## config.mk

```make
export PLATFORM = sky130hd
export DESIGN_NAME = dvfs_actuator
export DESIGN_NICKNAME = d
export VERILOG_FILES = /design/src/rtl/dvfs_actuator.sv
export SDC_FILE = /design/constraint.sdc
export NUM_CORES = 1
export LEC_CHECK = 0
export CAP_MARGIN = 25
export CORE_MARGIN = 4
export CORE_UTILIZATION = 40
export DETAILED_ROUTE_END_ITERATION = 6
export PLACE_DENSITY = 0.6
export SETUP_SLACK_MARGIN = 0.1
export SYNTH_ARGS = -nofsm -noshare
export SYNTH_HDL_FRONTEND = slang
export SYNTH_SLANG_ARGS = --single-unit
```

## constraint.sdc

```tcl
create_clock -name clk -period 4.6 [get_ports clk]
set_clock_uncertainty 0.05 [all_clocks]
set_input_delay 0.46 -clock clk [delete_from_list [all_inputs] [get_ports clk]]
set_output_delay 0.46 -clock clk [all_outputs]
set_load 0.005 [all_outputs]
```

## src/rtl/dvfs_actuator.sv

```systemverilog
// dvfs_actuator: applies a target V/F pair with voltage-before-frequency sequencing and settle/lock waits
module dvfs_actuator #(
  parameter int         SETTLE_CYC = 4,
  parameter int         LOCK_CYC   = 8,
  parameter logic [1:0] V_RESET    = 2'b01,
  parameter logic [2:0] F_RESET    = 3'b010,
  parameter int         CNT_W      = 4
) (
  input  logic       clk,
  input  logic       rst_n,
  input  logic       req_valid,
  input  logic [1:0] req_v,
  input  logic [2:0] req_f,
  output logic       req_ready,
  output logic [1:0] v_applied,
  output logic [2:0] f_applied,
  output logic       clk_en,
  output logic       busy,
  output logic       done
);
  localparam logic [2:0] IDLE = 3'd0, V_UP = 3'd1, V_UWAIT = 3'd2, F_STEP = 3'd3,
                         F_LOCK = 3'd4, V_DN = 3'd5, V_DWAIT = 3'd6, DONE = 3'd7;
  logic [2:0] state, nxt, ft, div;
  logic [1:0] vt;
  logic [CNT_W-1:0] cnt;
  logic hs, cnt_z;
  assign req_ready = state == IDLE;
  assign busy = !req_ready;
  assign done = state == DONE;
  assign hs = req_valid && req_ready;
  assign cnt_z = cnt == '0;
  always_comb begin
    nxt = state;
    case (state)
      IDLE:    if (hs) nxt = req_v > v_applied ? V_UP : req_f != f_applied ? F_STEP :
                             req_v < v_applied ? V_DN : DONE;
      V_UP:    nxt = V_UWAIT;
      V_UWAIT: if (cnt_z) nxt = v_applied < vt ? V_UP : ft != f_applied ? F_STEP : DONE;
      F_STEP:  nxt = F_LOCK;
      F_LOCK:  if (cnt_z) nxt = vt < v_applied ? V_DN : DONE;
      V_DN:    nxt = V_DWAIT;
      V_DWAIT: if (cnt_z) nxt = v_applied > vt ? V_DN : DONE;
      default: nxt = IDLE;
    endcase
  end
  always_ff @(posedge clk or negedge rst_n) begin
    if (!rst_n) begin
      state     <= IDLE;
      v_applied <= V_RESET;
      f_applied <= F_RESET;
      vt        <= V_RESET;
      ft        <= F_RESET;
      cnt       <= '0;
      div       <= '0;
      clk_en    <= 1'b0;
    end else begin
      state <= nxt;
      if (hs) begin
        vt <= req_v;
        ft <= req_f;
      end
      if (state == V_UP) v_applied <= v_applied + 2'd1;
      if (state == V_DN) v_applied <= v_applied - 2'd1;
      if (state == F_STEP) f_applied <= ft;
      // wait counter is loaded on entry to a wait state and counts down to zero
      cnt <= (state == V_UP || state == V_DN) ? CNT_W'(SETTLE_CYC - 1) :
             state == F_STEP ? CNT_W'(LOCK_CYC - 1) : cnt_z ? cnt : cnt - 1'b1;
      div <= state == F_LOCK ? 3'd0 : div == 3'd0 ? 3'd7 - f_applied : div - 3'd1;
      clk_en <= state != F_LOCK && div == 3'd0;
    end
  end
endmodule

```

; After elaboration in Yosys (flattened, before gate mapping)
; Index checks and enable logic that the tools add are counted.
[totals]
register_bits = 21
word_cells = 61
[op_classes]
addsub = 5
magnitude_cmp = 5
eq_ne = 15
muxes = 19
reduce_logical = 9
[ops]
columns = op, count
row1 = 3-bit two-way mux, 10
row2 = 3-bit one-hot mux with 7 select lines, 1
row3 = 3-bit equality test (second input constant), 4
row4 = 4-bit two-way mux, 3
row5 = 2-bit two-way mux, 5
row6 = 3-bit by 2-bit equality test with 1-bit output (second input constant), 2
row7 = 3-bit zero test, 2
row8 = 2-bit less-than comparator, 3
row9 = 2-bit inequality test (second input constant), 3
row10 = 3-bit inequality test, 2
row11 = 2-bit greater-than comparator, 2
row12 = 4-bit zero test, 1
row13 = 4-bit AND reduction, 1
row14 = 4-bit by 1-bit subtractor with 4-bit output (second input constant), 1
row15 = 3-bit by 1-bit equality test with 1-bit output (second input constant), 1
row16 = 3-bit by 1-bit inequality test with 1-bit output (second input constant), 1
row17 = 3-bit inequality test (second input constant), 1
row18 = 3-bit by 1-bit subtractor with 3-bit output (second input constant), 1
row19 = 3-bit subtractor (first input constant), 1
row20 = 2-bit by 1-bit adder with 2-bit output (second input constant), 1
row21 = 1-bit logical AND, 2
row22 = 2-bit by 1-bit inequality test with 1-bit output (second input constant), 1
row23 = 2-bit nonzero test, 1
row24 = 2-bit by 1-bit subtractor with 2-bit output (second input constant), 1
row25 = 2 further kinds, 2

; Depth between registers and ports, before layout
; Gate-level depths: netlist of the first run.
[depth]
word_depth = 6
depth_mapped = 6

; Worst setup path before layout of the first run
; No wires, ideal clock.
[synth_path]
kind = register to register
start = register v_applied[0]
end = register state[2]
setup_ns = 0.124
arrival_ns = 1.385
t_required_ns = 4.426
setup_slack_ns = 3.041
path_stages_with_launch = 5
n_path_buf = 0
synth_period_minus_slack_ns = 1.559
cell_sequence = dfstp_2 ha_1 and2_1 o211a_1 o31a_1
[synth_via]
elab_chain_cells = 4
[synth_lines]
columns = item, line
row1 = from (decl), 15  ; output logic [1:0] v_applied,
row2 = from (signal assigned), 62  ; if (state == V_UP) v_applied <= v_applied + 2'd1;
row3 = from (signal assigned), 63  ; if (state == V_DN) v_applied <= v_applied - 2'd1;
row4 = 2-bit less-than comparator / 2-bit greater-than comparator (equally long branches), "38, 35"
row5 = "3-bit two-way mux, on equally long branches (2 in a row)", "38, 35"
row6 = 3-bit one-hot mux with 7 select lines (*), 34  ; case (state)
row7 = to (signal assigned), 57  ; state <= nxt;
row8 = to (decl), 23  ; logic [2:0] state, nxt, ft, div;
; Every way passes the cells marked *; elsewhere a longest branch is shown, timed or not. The select of a mux whose other input is x is not followed.
; A chain may end at the register's enable or synchronous reset.

; Worst setup path in the final report of the first run
[layout_path]
start = register state[2]
end = output done
[layout_via]
elab_chain_cells = 1
[layout_lines]
columns = item, line
row1 = 3-bit equality test, 29  ; assign done = state == DONE;
row2 = to (decl), 19  ; output logic done
; Every way passes these cells.

==> results.tsv, run 1 <==
metric	value	unit
result of the run	finished clean	
most frequent cells in the layout	17 x dfrtp_1, 16 x clkdlybuf4s50_1, 12 x inv_1	
Fmax achieved	432	MHz
die area	0.00408	sq mm
flop and latch count out of synthesis	21	
final total negative setup slack	0	ps
proportion of layout cells with a drive suffix above 1	15.2	%
floorplan die width	63.9	um
Root Buffer	clkbuf_4	
CP Max Fanout	10	
P_leak	0.658	nW
Seq/Total Area, Yosys	42.4	%
number of distinct library cell variants in the gate-level netlist after synthesis	34	
Non-Filler Cell Area, Final	0.00148	sq mm
power density of the placed cells	663	mW/mm^2
unrepaired setup endpoints after global routing	no	
shortest clock period the worst path allows after layout	2310	ps
share of synthesized flip-flops with an asynchronous set or reset	100	%
Via Count	872	
hold buffers post-CTS	0	
total global routing overflow	0	
most frequent standard cell in the layout excluding fill and tap cells	dfrtp_1	
number of nets at the end of the flow	154	
number of cell rows	20	
final HPWL from detailed placement	1750	um
worst slew pin tran	419	ps
synthesis warning total	0	
worst setup path class	reg2out	
die boundary height	63.9	um
later-pin clock latency in the skew report	300	ps
minimum setup slack after placement	2500	ps
Clock Sink Count	21	
TritonCTS clock tree	yes	
diode insertion count for antenna repair	0	
area share of the leading cell type in the synthesized netlist	34.0	%
post-DR vias/cell	4.79	
leading register cell type out of synthesis	dfrtp_1	
via count of the first global-routing pass	866	
data arrival time of the critical path	1800	ps
number of stages on the worst hold path	1	
biggest area consumer among synthesized cells	dfrtp_1	
clock transition at the registers of the reported paths	120	ps
maximum root-to-sink buffer count	2	
Max-slew headroom	72.1	%
final wirelength	2250	um
number of max-slew violations in the final report	0	
number of buffers inserted by port buffering	16	
synth top area cells	dfrtp_1 34%, dfstp_2 8.4%, ha_1 7.0%, mux2_4 4.8%, mux2_2 4.5%	
routed wire length per instance	12.3	um
Critical Path RT	4090	ps
worst hold margin	445	ps
number of DRC markers after the initial detailed-route iteration	31	
count of boundary I/O pins	17	
routability congestion estimate from global placement	0.802	
First-pass DRT Iterations	4	
initial antenna violation count	0	
Critical Path Sink Type	primary output	
number of standard cells after synthesis	121	
global-route usage over all layers	12.0	%
post-CTS setup buffer count	0	
filler cell count in the final layout	285	
CP Launch Type	flip-flop	
Post-Synthesis Cell Area	0.00125	sq mm
Final Hold Violating Endpoints	0	
final core utilization	49.0	%
number of enable-type register cells in the synthesized netlist	0	
reg2reg path depth	3	
placeable core area	0.00303	sq mm
number of design rule violations left after detail routing	0	
area delta synth->final	18.7	%
Syn Nets	136	
mean instance size in the synthesized netlist	10.3	sq um
Max H-tree Level	1	
total of endpoints with negative setup slack in the final report	0	
number of cells upsized or downsized after cts	0	
first-pass GRT wire length	3850	um
effective utilization at floorplan	41.3	%
placed cell area	0.00143	sq mm
largest net degree at the start of global routing	22	
# Max-Cap Violations	0	
total CTS buffers	3	
Worst IR Drop VDD	0.289	mV
worst hold-check path type	reg2reg	
share of the cycle needed by the critical path after routing	50.3	%
slack of the critical path	2290	ps
final antenna-violating net count	0	
stage by stage:
step	power, mW	std cells
after floorplan	0.751	121
after global placement	0.884	177
after detailed placement	0.901	177
after CTS	0.992	181
after global routing	1.08	182
final	0.984	182
final timing paths:
path                       startpoint      endpoint  slack (ps)
setup / recovery             state[2]          done        2290
hold / removal                 div[2]        div[2]         440
setup reg to reg             state[1]         ft[0]        2870
hold reg to reg                div[2]        div[2]         440
max in group asynchronous       rst_n  f_applied[1]        3750
min in group asynchronous       rst_n         vt[0]         540
cell usage after synthesis (all sizes together) (2+ instances only):
| cell type | instances |
|---|---|
| and2 | 3 |
| nand2 | 9 |
| nor2b | 3 |
| o21ai | 6 |
| mux2 | 9 |
| xor2 | 6 |
| xnor2 | 4 |
| nor3 | 3 |
| nand2b | 2 |
| buf | 4 |
| nor2 | 10 |
| dfstp | 4 |
| ha | 7 |
| dfrtp | 17 |
| inv | 12 |
| mux2i | 3 |
| a21oi | 6 |
cell families (layout without fill, tap and decap cells):
family / Yosys count / after routing / share of synthesized area (%)
AO/OA/AOI/OAI: 20 / 20 / 10.1
AND/OR/NAND/NOR: 35 / 35 / 15.3
XOR/XNOR: 10 / 10 / 7.01
multiplexers: 12 / 12 / 11.7
flip-flops: 21 / 21 / 42.4
adder cells (fa/ha/maj): 7 / 7 / 7.01
buffers and inverters: 16 / 33 / 6.41
metal layers:
metal	vias to the layer above	part of all wire [%]	track usage [%]	routed length, um
li1	440	-	-	-
met1	404	51	16.6	1150
met2	24	44	18.6	988
met3	4	3.7	2.11	82
met4	0	0.98	4.58	22
met5	-	0	0	0
worst max-delay path, cell delays in order (launching register included):
cell and delay, ps:
dfrtp_1 600, inv_1 170, nor2_1 200, clkdlybuf4s50_1 530
sequential cells by signal (all words and copies together), names as in the netlist:
signal,flops
vt,2
state,3
clk_en,1
f_applied,3
cnt,4
v_applied,2
ft,3
div,3
power by group:
group,leakage (nW),internal [mW],switching [mW]
sequential,0.248,0.288,0.106
clock,0.0150,0.0338,0.0550
combinational,0.395,0.288,0.213
total,0.658,0.610,0.374
final cells by class:
class,instances,area [sq um],area share (%)
Multi-Input combinational cell,84,639,43.1
Sequential cell,21,531,35.8
Timing Repair Buffer,17,188,12.6
Clock buffer,4,26.3,1.77
Inverter,12,45.0,3.04
Tap cell,44,55.1,3.71
(Power assumes the default switching activity.)
==> run 2: changes to the inputs <==
clock period = 2.3 ns   (was 4.6 ns; I/O delays follow)
==> results.tsv, run 2 (synthesis results as in run 1) <==
metric	value	unit
cell count along the critical path	3	
total global routing overflow	0	
flip-flop count of the largest register, all copies and words added	4	
CP peak stage delay	590	ps
CP Cell Sequence	inv_1 > nor2_1 > clkdlybuf4s50_1	
# Max-Cap Violations	0	
worst hold margin	211	ps
Worst IR Drop VDD	0.645	mV
maximum root-to-sink buffer count	2	
post-CTS setup buffer count	0	
reg2reg path depth	6	
post-DR vias/cell	4.91	
CP Max Fanout	10	
largest net degree at the start of global routing	22	
global-route usage over all layers	12.3	%
clock transition at the registers of the reported paths	110	ps
Via Count	894	
most frequent cells in the layout	17 x dfrtp_1, 16 x clkdlybuf4s50_1, 12 x inv_1	
Root Buffer	clkbuf_4	
number of cells upsized or downsized after cts	0	
register containing the most flip-flops in the final layout	cnt	
Critical Path RT	2020	ps
count of boundary I/O pins	17	
total CTS buffers	3	
Max-slew headroom	72.6	%
internal power	1.22	mW
number of placed instances, taps included	178	
proportion of layout cells with a drive suffix above 1	15.2	%
via count of the first global-routing pass	902	
number of buffers inserted by port buffering	16	
data arrival time of the critical path	1800	ps
area taken by multi-input logic gates	639	sq um
Final Hold Violating Endpoints	0	
worst setup path class	reg2out	
most frequent standard cell in the layout excluding fill and tap cells	dfrtp_1	
Max H-tree Level	1	
CP Launch Type	flip-flop	
slack of the critical path	224	ps
unrepaired setup endpoints after global routing	no	
First-pass DRT Iterations	4	
routability congestion estimate from global placement	0.816	
worst slew pin tran	411	ps
final wirelength	2260	um
cell family with most CP delay	buffers and inverters	
initial antenna violation count	0	
floorplan die width	63.9	um
number of nets at the end of the flow	154	
final antenna-violating net count	0	
total of endpoints with negative setup slack in the final report	0	
share of the cycle needed by the critical path after routing	90.2	%
final HPWL from detailed placement	1810	um
Flop pwr share	40.4	%
proportion of power drawn by combinational gates	50.9	%
diode insertion count for antenna repair	0	
P_leak	0.650	nW
placed cell area	0.00144	sq mm
Critical Path Sink Type	primary output	
number of DRC markers after the initial detailed-route iteration	39	
Clock Sink Count	21	
worst hold-check path type	in2async	
die area	0.00408	sq mm
Crit path buffers/inverters	2	
Non-Filler Cell Area, Final	0.00146	sq mm
hold buffers post-CTS	0	
filler cell count in the final layout	286	
cell with the largest stage delay on the worst path	dfrtp_1	
power share of the clock group	8.7	%
minimum setup slack after placement	418	ps
Post-Layout Cell Count	182	
area delta synth->final	17.1	%
number of design rule violations left after detail routing	0	
die boundary height	63.9	um
result of the run	finished clean	
final total negative setup slack	0	ps
net switching share of the total power	37.8	%
TritonCTS clock tree	yes	
FF/Latch Area	531	sq um
number of max-slew violations in the final report	0	
effective utilization at floorplan	41.3	%
later-pin clock latency in the skew report	300	ps
number of cell rows	20	
placeable core area	0.00303	sq mm
routed wire length per instance	12.4	um
first-pass GRT wire length	3990	um
shortest clock period the worst path allows after layout	2080	ps
Sw Pwr	0.740	mW
power density of the placed cells	1340	mW/mm^2
Fmax achieved	482	MHz
## run 2: cell types whose count changed in the layout (fill, tap and decap cells not counted)
cell,previous run,this run
buf_4,0,1
buf_16,1,0
## run 2: per-stage QoR
step                      total power, mW  utilization, %
after floorplan                      1.50               -
after global placement               1.77            47.5
after detailed placement             1.81            47.5
after CTS                            1.99            48.3
after global routing                 2.17            48.3
final                                1.96            48.3
## run 2: path summary, 6_finish.rpt
path                                   start            to  slack [ps]
min in group clk                      div[2]        div[2]         450
worst min-delay path                   rst_n         vt[1]         210
worst max-delay path                state[2]          done         220
worst min register to register        div[2]        div[2]         450
worst max register to register  v_applied[0]      state[2]         580
max in group asynchronous              rst_n  f_applied[1]        1710
## run 2: power by group through the flow
stage	sequential [mW]	combinational [mW]	clock [mW]
floorplan	0.714	0.787	0
global placement	0.788	0.981	0
detailed placement	0.798	1.01	0
CTS	0.792	1.02	0.183
global route	0.823	1.15	0.198
finish	0.790	0.996	0.171
## run 2: per-layer routing
layer / track usage [%] / vias to the layer above / share of wire [%]
met5: 0 / - / 0
met4: 3.23 / 0 / 0.75
met3: 2.11 / 2 / 3.6
met2: 20.0 / 22 / 49
met1: 16.9 / 429 / 47
li1: - / 441 / -
## run 2: cell type report
type	count	area share (%)
inverter	12	3.08
sequential	21	36.2
timing repair buffer	17	11.5
clock buffer	4	1.79
multi-input combinational	84	43.7
tap	44	3.76
==> run 3: changes to the inputs <==
PLACE_DENSITY = 0.63   (was 0.6)
SKIP_CTS_REPAIR_TIMING = 1   (was unset)
clock period = 1.85 ns   (was 2.3 ns; I/O delays follow)
==> results.tsv, run 3 (synthesis results as in run 1) <==
metric	value	unit
proportion of layout cells with a drive suffix above 1	23.3	%
data arrival time of the critical path	1500	ps
Clock Sink Count	21	
shortest clock period the worst path allows after layout	1740	ps
clock transition at the registers of the reported paths	120	ps
Sw Pwr	0.958	mW
Max-slew headroom	75.7	%
floorplan die width	63.9	um
area taken by multi-input logic gates	642	sq um
total CTS buffers	3	
most frequent cells in the layout	14 x dfrtp_1, 14 x clkdlybuf4s50_1, 12 x inv_1	
First-pass DRT Iterations	4	
total global routing overflow	0	
Critical Path RT	1620	ps
routability congestion estimate from global placement	0.823	
final core utilization	50.7	%
flip-flop count of the largest register, all copies and words added	4	
post-DR vias/cell	4.72	
diode insertion count for antenna repair	0	
FF/Latch Area	534	sq um
final antenna-violating net count	0	
global-route usage over all layers	12.1	%
initial antenna violation count	0	
worst setup path class	reg2out	
number of max-slew violations in the final report	0	
result of the run	finished clean	
Root Buffer	clkbuf_4	
Final Hold Violating Endpoints	0	
count of boundary I/O pins	17	
Via Count	896	
die area	0.00408	sq mm
maximum root-to-sink buffer count	2	
number of nets at the end of the flow	162	
minimum setup slack after placement	37.7	ps
total of endpoints with negative setup slack in the final report	0	
CP Launch Type	flip-flop	
routed wire length per instance	12.2	um
internal power	1.60	mW
unrepaired setup endpoints after global routing	yes	
Non-Filler Cell Area, Final	0.00154	sq mm
first-pass GRT wire length	4030	um
slack of the critical path	113	ps
Critical Path Sink Type	primary output	
placeable core area	0.00303	sq mm
final wirelength	2310	um
worst hold-check path type	in2async	
filler cell count in the final layout	298	
Flop pwr share	37.1	%
final HPWL from detailed placement	1740	um
power density of the placed cells	1660	mW/mm^2
share of the cycle needed by the critical path after routing	93.9	%
register containing the most flip-flops in the final layout	cnt	
number of DRC markers after the initial detailed-route iteration	18	
die boundary height	63.9	um
P_leak	0.707	nW
later-pin clock latency in the skew report	300	ps
number of design rule violations left after detail routing	0	
number of buffers inserted by port buffering	16	
net switching share of the total power	37.5	%
Worst IR Drop VDD	0.705	mV
# Max-Cap Violations	0	
sum of internal, switching and leakage power	2.55	mW
final total negative setup slack	0	ps
area delta synth->final	22.9	%
power share of the clock group	8.6	%
via count of the first global-routing pass	958	
Fmax achieved	576	MHz
Max H-tree Level	1	
proportion of power drawn by combinational gates	54.4	%
largest net degree at the start of global routing	22	
CP Max Fanout	6	
TritonCTS clock tree	yes	
effective utilization at floorplan	41.3	%
number of cell rows	20	
worst slew pin tran	365	ps
placed cell area	0.00146	sq mm
run 3: cell types whose count changed in the layout (fill, tap and decap cells not counted), sizes merged:
cell / previous run / this run
buf: 1 / 9
clkdlybuf4s50: 16 / 14
dlymetal6s2s: 0 / 2
clkbuf: 4 / 3
clkinv: 0 / 1
run 3: final cells by class:
| type | instances | area share, % |
|---|---|---|
| tap | 44 | 3.58 |
| sequential | 21 | 34.8 |
| inverter | 12 | 2.93 |
| multi-input combinational | 84 | 41.8 |
| clock buffer | 3 | 1.47 |
| clock inverter | 1 | 0.326 |
| timing repair buffer | 25 | 15.1 |
run 3: path summary, 6_finish.rpt:
path,from,endpoint,slack [ps],depth (start not counted)
setup / recovery,state[1],done,110,3
hold / removal,rst_n,v_applied[1],160,2
setup reg to reg,v_applied[0],state[1],210,6
hold reg to reg,div[2],div[2],440,1
max in group asynchronous,rst_n,f_applied[1],1310,2
min in group clk,div[2],div[2],440,1
run 3: power by group through the flow:
stage / clock, mW / sequential (mW) / combinational, mW
after floorplan: 0 / 0.888 / 0.979
after global placement: 0 / 0.949 / 1.29
after detailed placement: 0 / 0.958 / 1.32
after CTS: 0.233 / 0.950 / 1.33
after global routing: 0.253 / 0.986 / 1.54
final: 0.219 / 0.947 / 1.39
run 3: stage by stage:
step | hold slack [ps] | cells
CTS | 172 | 185
floorplan | -161 | 121
global placement | 402 | 181
finish | 164 | 190
global route | 192 | 190
detailed placement | 417 | 181
run 3: per-layer routing:
layer / global-route usage [%] / routed length, um / up-vias
li1: - / - / 458
met5: 0 / 0 / -
met1: 14.9 / 1110 / 426
met4: 3.50 / 12 / 0
met2: 21.7 / 1150 / 10
met3: 1.93 / 38 / 2
run 3: critical path: stages (launching register included):
cell,delay (ps)
dfrtp_2,460
nand2_1,120
nor2_2,120
clkdlybuf4s50_1,510
